### src/rtl/rx_pkg.sv
// Framing constants and state encoding for the 8N1 serial receiver.
// Tx and rx both import this package so they agree on the framing.
package rx_pkg;

    localparam int unsigned CLKS_PER_BIT_DEF = 32;
    localparam int unsigned DATA_BITS_DEF    = 8;

    typedef enum logic [2:0] {
        IDLE      = 3'd0,
        START     = 3'd1,
        DATA      = 3'd2,
        STOP      = 3'd3,
        WAIT_HIGH = 3'd4
    } rx_state_e;

endpackage

### src/rtl/sync_2ff.sv
// Single-bit two-flop synchroniser for asynchronous inputs.
// Both flops reset to 1, which is the idle level of a serial line.
module sync_2ff (
    input  logic clk,
    input  logic reset,
    input  logic d,
    output logic q
);

    logic meta;

    always_ff @(posedge clk or negedge reset) begin
        if (!reset) begin
            meta <= 1'b1;
            q    <= 1'b1;
        end else begin
            meta <= d;
            q    <= meta;
        end
    end

endmodule

### src/rtl/rx.sv
// 8N1 serial receiver: samples each bit at its centre and presents the byte
// with a one-cycle strobe, or a one-cycle framing-error strobe on a bad stop bit.
module rx
    import rx_pkg::*;
#(
    parameter int unsigned CLKS_PER_BIT = CLKS_PER_BIT_DEF,
    parameter int unsigned DATA_BITS    = DATA_BITS_DEF
) (
    input  logic                 clk,
    input  logic                 reset,
    input  logic                 DataIn,
    output logic [DATA_BITS-1:0] DataOut,
    output logic                 DataOutEn,
    output logic                 FrameErr,
    output logic                 Busy
);

    localparam int unsigned       CNT_W     = $clog2(CLKS_PER_BIT);
    localparam logic [CNT_W-1:0]  HALF_LAST = CNT_W'(CLKS_PER_BIT / 2 - 1);
    localparam logic [CNT_W-1:0]  BIT_LAST  = CNT_W'(CLKS_PER_BIT - 1);
    localparam logic [3:0]        DATA_LAST = 4'(DATA_BITS - 1);

    logic                 s;
    rx_state_e            state_q, state_d;
    logic [CNT_W-1:0]     cnt_q, cnt_d;
    logic [3:0]           bit_q, bit_d;
    logic [DATA_BITS-1:0] shift_q, shift_d;
    logic [DATA_BITS-1:0] data_q, data_d;
    logic                 en_q, en_d;
    logic                 err_q, err_d;
    logic                 busy_q;

    sync_2ff u_sync (
        .clk   (clk),
        .reset (reset),
        .d     (DataIn),
        .q     (s)
    );

    always_ff @(posedge clk or negedge reset) begin
        if (!reset) begin
            state_q <= IDLE;
            cnt_q   <= '0;
            bit_q   <= '0;
            shift_q <= '0;
            data_q  <= '0;
            en_q    <= 1'b0;
            err_q   <= 1'b0;
            busy_q  <= 1'b0;
        end else begin
            state_q <= state_d;
            cnt_q   <= cnt_d;
            bit_q   <= bit_d;
            shift_q <= shift_d;
            data_q  <= data_d;
            en_q    <= en_d;
            err_q   <= err_d;
            busy_q  <= (state_d != IDLE);
        end
    end

    // Sample counter free-runs and wraps at CLKS_PER_BIT, so every bit
    // after the start check is sampled when it reads all ones.
    always_comb begin
        state_d = state_q;
        cnt_d   = cnt_q + CNT_W'(1);
        bit_d   = bit_q;
        shift_d = shift_q;
        data_d  = data_q;
        en_d    = 1'b0;
        err_d   = 1'b0;

        unique case (state_q)
            IDLE: begin
                cnt_d = '0;
                bit_d = '0;
                if (!s) state_d = START;
            end
            START: begin
                if (cnt_q == HALF_LAST) begin
                    cnt_d   = '0;
                    state_d = s ? IDLE : DATA;
                end
            end
            DATA: begin
                if (cnt_q == BIT_LAST) begin
                    shift_d = {s, shift_q[DATA_BITS-1:1]};
                    bit_d   = bit_q + 4'd1;
                    if (bit_q == DATA_LAST) state_d = STOP;
                end
            end
            STOP: begin
                if (cnt_q == BIT_LAST) begin
                    if (s) begin
                        data_d  = shift_q;
                        en_d    = 1'b1;
                        state_d = IDLE;
                    end else begin
                        err_d   = 1'b1;
                        state_d = WAIT_HIGH;
                    end
                end
            end
            WAIT_HIGH: begin
                if (s) state_d = IDLE;
            end
            default: state_d = IDLE;
        endcase
    end

    assign DataOut   = data_q;
    assign DataOutEn = en_q;
    assign FrameErr  = err_q;
    assign Busy      = busy_q;

endmodule

### config.mk
export PLATFORM = sky130hd
export DESIGN_NAME = rx
export DESIGN_NICKNAME = d
export VERILOG_FILES = /design/src/rtl/rx_pkg.sv /design/src/rtl/sync_2ff.sv /design/src/rtl/rx.sv
export SDC_FILE = /design/constraint.sdc
export NUM_CORES = 1
export LEC_CHECK = 0
export ABC_AREA = 1
export CAP_MARGIN = 20
export CORE_MARGIN = 4
export CORE_UTILIZATION = 41
export DETAILED_ROUTE_END_ITERATION = 8
export HOLD_SLACK_MARGIN = 0.02
export PLACE_DENSITY_LB_ADDON = 0.12
export RECOVER_POWER = 100
export SETUP_SLACK_MARGIN = 0.4
export SLEW_MARGIN = 20
export SYNTH_ARGS = -nofsm -noshare
export SYNTH_HDL_FRONTEND = slang
export SYNTH_SLANG_ARGS = --single-unit
### constraint.sdc
create_clock -name clk -period 1.5 [get_ports clk]
set_clock_uncertainty 0.15 [all_clocks]
set_input_delay 0.15 -clock clk [delete_from_list [all_inputs] [get_ports clk]]
set_output_delay 0.15 -clock clk [all_outputs]
set_load 0.005 [all_outputs]
==> results.toml <==
[finish]
design_area_um2 = 2180
nFillCells = 316
area_growth_pct = 41.4
final_cells = 254
final_common_cell = "dfrtp_1"
n_antenna_cell = 0
layout-drive-gt1-share_pct = 50.5
layout_common_cells = "dfrtp_1, nand2_1, o21ai_2"
nNetsFinal = 214

[worst_setup_path]
crit_buf_inv = 3
path_depth = 11
r2r_end = "Busy$_DFF_PN0_"
path_max_fanout = 4
crit_family = "simple AND/OR/NAND/NOR gates"
cp.arrival_ns = 1.72
r2r_slack_ns = -0.20
rr_startpoint = "cnt_q[1]$_DFF_PN0_"
ff2ff_path_depth = 11
critPathKind = "flip-flop to flip-flop"
endpoint_kind = "flip-flop"
crit_required_ns = 1.52
slowest_delay_ns = 0.39
cp_cell_sequence = "ha_2 > nand2_2 > inv_2 > nand2_4 > inv_6 > ha_4 > nand3_4 > buf_6 > nor2_4 > nor2_2 > nand2_1"
startpoint_type = "flip-flop"
cpMaxStageDelayCell = "dfrtp_1"

[sta]
period_minus_slack_ns = 1.70
rsz0062_at_grt = "yes"
worst_pin_slew_ns = 0.658
post-route-period-util_pct = 113
setup_tns_ns = -4.31
max_freq_mhz = 589
drv_slew = 0
hold_viol = 0
relSlewSlack_pct = 56.2
fin_ws_ns = -0.197
setup_viol = 30

[clocking]
cts_buffers = 5
cts-root-buf = "clkbuf_8"
clk_path_buf_depth = 2
cts_tree = "done"
clk_latency_ns = 0.28
cts.sinks = 33
htreeDepth = 2
hold_buffers = 0
clk_pin_slew_ns = 0.07

[hold_path]
holdCritPathClass = "flip-flop to flip-flop"
min_to = "u_sync.q$_DFF_PN1_"
hp-start = "u_sync.meta$_DFF_PN1_"
hold_depth = 0

[route]
ant_nets = 0
drc_errors = 0
routed_via_density = 4.71
first_iter_violations = 68
dr.pass1.iters = 4
wl_per_cell_um = 12.4
vias = 1197
wirelength_mm = 3.16

[synthesis]
syn_avg_cell_area_um2 = 9.63
yosysTopAreaCell = "dfrtp_1"
ys_seq_area_share_pct = 53.8
synth_seq_cells = 33
ys_types = 18
syn_area_um2 = 1540
synth.area.top_cells = "dfrtp_1, nand2_1, o21ai_2, ha_1, inv_1"
yosysWarnings = 0
synth_fp_nets = 169
synth_top_area_share_pct = 50.4
netlist_instances = 160

[flow_run]
maxCapViolCount = 0

[pwr]
switchingPower_mw = 0.932
seqPwrFrac_pct = 42.6
ir_worst_vdd_mv = 0.776
power.share.clock_pct = 24.6
intPower_mw = 1.71
total_power_mw = 2.64
power_density_nw_per_um2 = 1210
p_comb_share_pct = 32.7
p_leak_nw = 1.02
power_switching_share_pct = 35.3

[global_route]
grtUsageTotal_pct = 14.4
grt_pass1_vias = 1183
antenna_found_initial = 0
grt_max_degree = 22
grt_pass1_wl_mm = 5.59
grt_overflow = 0

[floorplanning]
start_util_pct = 42.4
die-area_um2 = 4800
die_h_um = 69.3
row_count = 22
core_area_um2 = 3630
die_x_um = 69.3
ios = 14

[place]
post-place-cells = 229
place_congestion = 0.848
place_hpwl_mm = 1.87
port_buffers = 13
place_area_um2 = 1840

[outcome]
status = "finished with violations"
violations = "setup timing"
[power by group through the flow]
stage	Sequential, mW	Combinational [mW]	Clock [mW]
6_report	1.13	0.864	0.650
5_1_grt	1.14	0.965	0.730
4_1_cts	1.12	0.729	0.673
3_5_place_dp	1.12	0.613	0
3_3_place_gp	1.12	0.583	0
2_1_floorplan	1.10	0.412	0
[repair_timing]
action | in CTS | in global routing
cloned | 2 | 0
endpoints found under the setup margin | 42 | 41
gates resized for setup | 62 | 37
buffers inserted | 10 | 5
endpoints found under the hold margin | 0 | 0
pin swaps | 4 | 14
[cells in the mapped netlist, drive strengths merged]
cell    number
dfstp        2
nand3       10
o211ai       1
dfrtp       31
nor2        17
xor2         2
inv         24
o21ai       20
nand2       44
ha           6
buf          2
nand4        1
[kinds of logic (layout without fill, tap and decap cells)]
logic type,Yosys count,in the layout,synth area share [%]
xor gates and xnor gates,2,2,1.14
DFF,33,33,53.8
adders and majority gates,6,6,4.87
and+or+nand+nor,72,73,21.9
AOI/OAI and AO/OA,21,21,11.0
buffers and inverters,26,71,7.31
[final cells by class]
| class | count | area [um2] | share of cell area, % |
|---|---|---|---|
| well taps | 48 | 60.1 | 2.76 |
| repair buffers | 39 | 314 | 14.4 |
| clock inverters | 3 | 17.5 | 0.804 |
| clock buffers | 5 | 68.8 | 3.16 |
| flip-flops and latches | 33 | 828 | 38.0 |
| multi-input cells | 102 | 795 | 36.5 |
| inverters | 24 | 95.1 | 4.37 |
[stage by stage]
stage | setup slack [ns] | util [%] | hold slack, ns
after floorplan | -0.0905 | - | -0.296
after global placement | -0.189 | 50.5 | 0.198
after detailed placement | -0.223 | 50.5 | 0.197
after CTS | -0.179 | 56.0 | 0.0607
after global routing | -0.301 | 60.0 | 0.212
final | -0.197 | 60.0 | 0.207
[worst register-to-register path, cell delays in order (launching register included)]
cell,delay [ns]
dfrtp_1,0.39
ha_2,0.20
nand2_2,0.06
inv_2,0.05
nand2_4,0.08
inv_6,0.05
ha_4,0.18
nand3_4,0.11
buf_6,0.12
nor2_4,0.03
nor2_2,0.11
nand2_1,0.05
[how the worst max path moves through the flow]
stage                             startpoint                endpoint  slack [ns]
after global routing      cnt_q[1]$_DFF_PN0_          Busy$_DFF_PN0_       -0.30
after global placement    cnt_q[1]$_DFF_PN0_  DataOut[6]$_DFFE_PN0P_       -0.19
after floorplan           cnt_q[0]$_DFF_PN0_  shift_q[5]$_DFFE_PN0P_       -0.09
after CTS                 cnt_q[0]$_DFF_PN0_          Busy$_DFF_PN0_       -0.18
final                     cnt_q[1]$_DFF_PN0_          Busy$_DFF_PN0_       -0.20
after detailed placement  cnt_q[0]$_DFF_PN0_  DataOut[6]$_DFFE_PN0P_       -0.22
[state kept, by name, summed over array words and instances, names as in the netlist]
register     count
DataOut          8
shift_q          8
cnt_q            5
bit_q            4
state_q          3
Busy             1
DataOutEn        1
FrameErr         1
u_sync.meta      1
u_sync.q         1
[metal layers]
| metal | global-route usage (%) | up-vias | routed length [um] |
|---|---|---|---|
| li1 | - | 593 | - |
| met3 | 5.51 | 6 | 162 |
| met2 | 22.2 | 25 | 1550 |
| met1 | 18.7 | 573 | 1410 |
| met4 | 4.34 | 0 | 36 |
| met5 | 0 | - | 0 |
No activity file was read; power rests on OpenSTA's default activity.
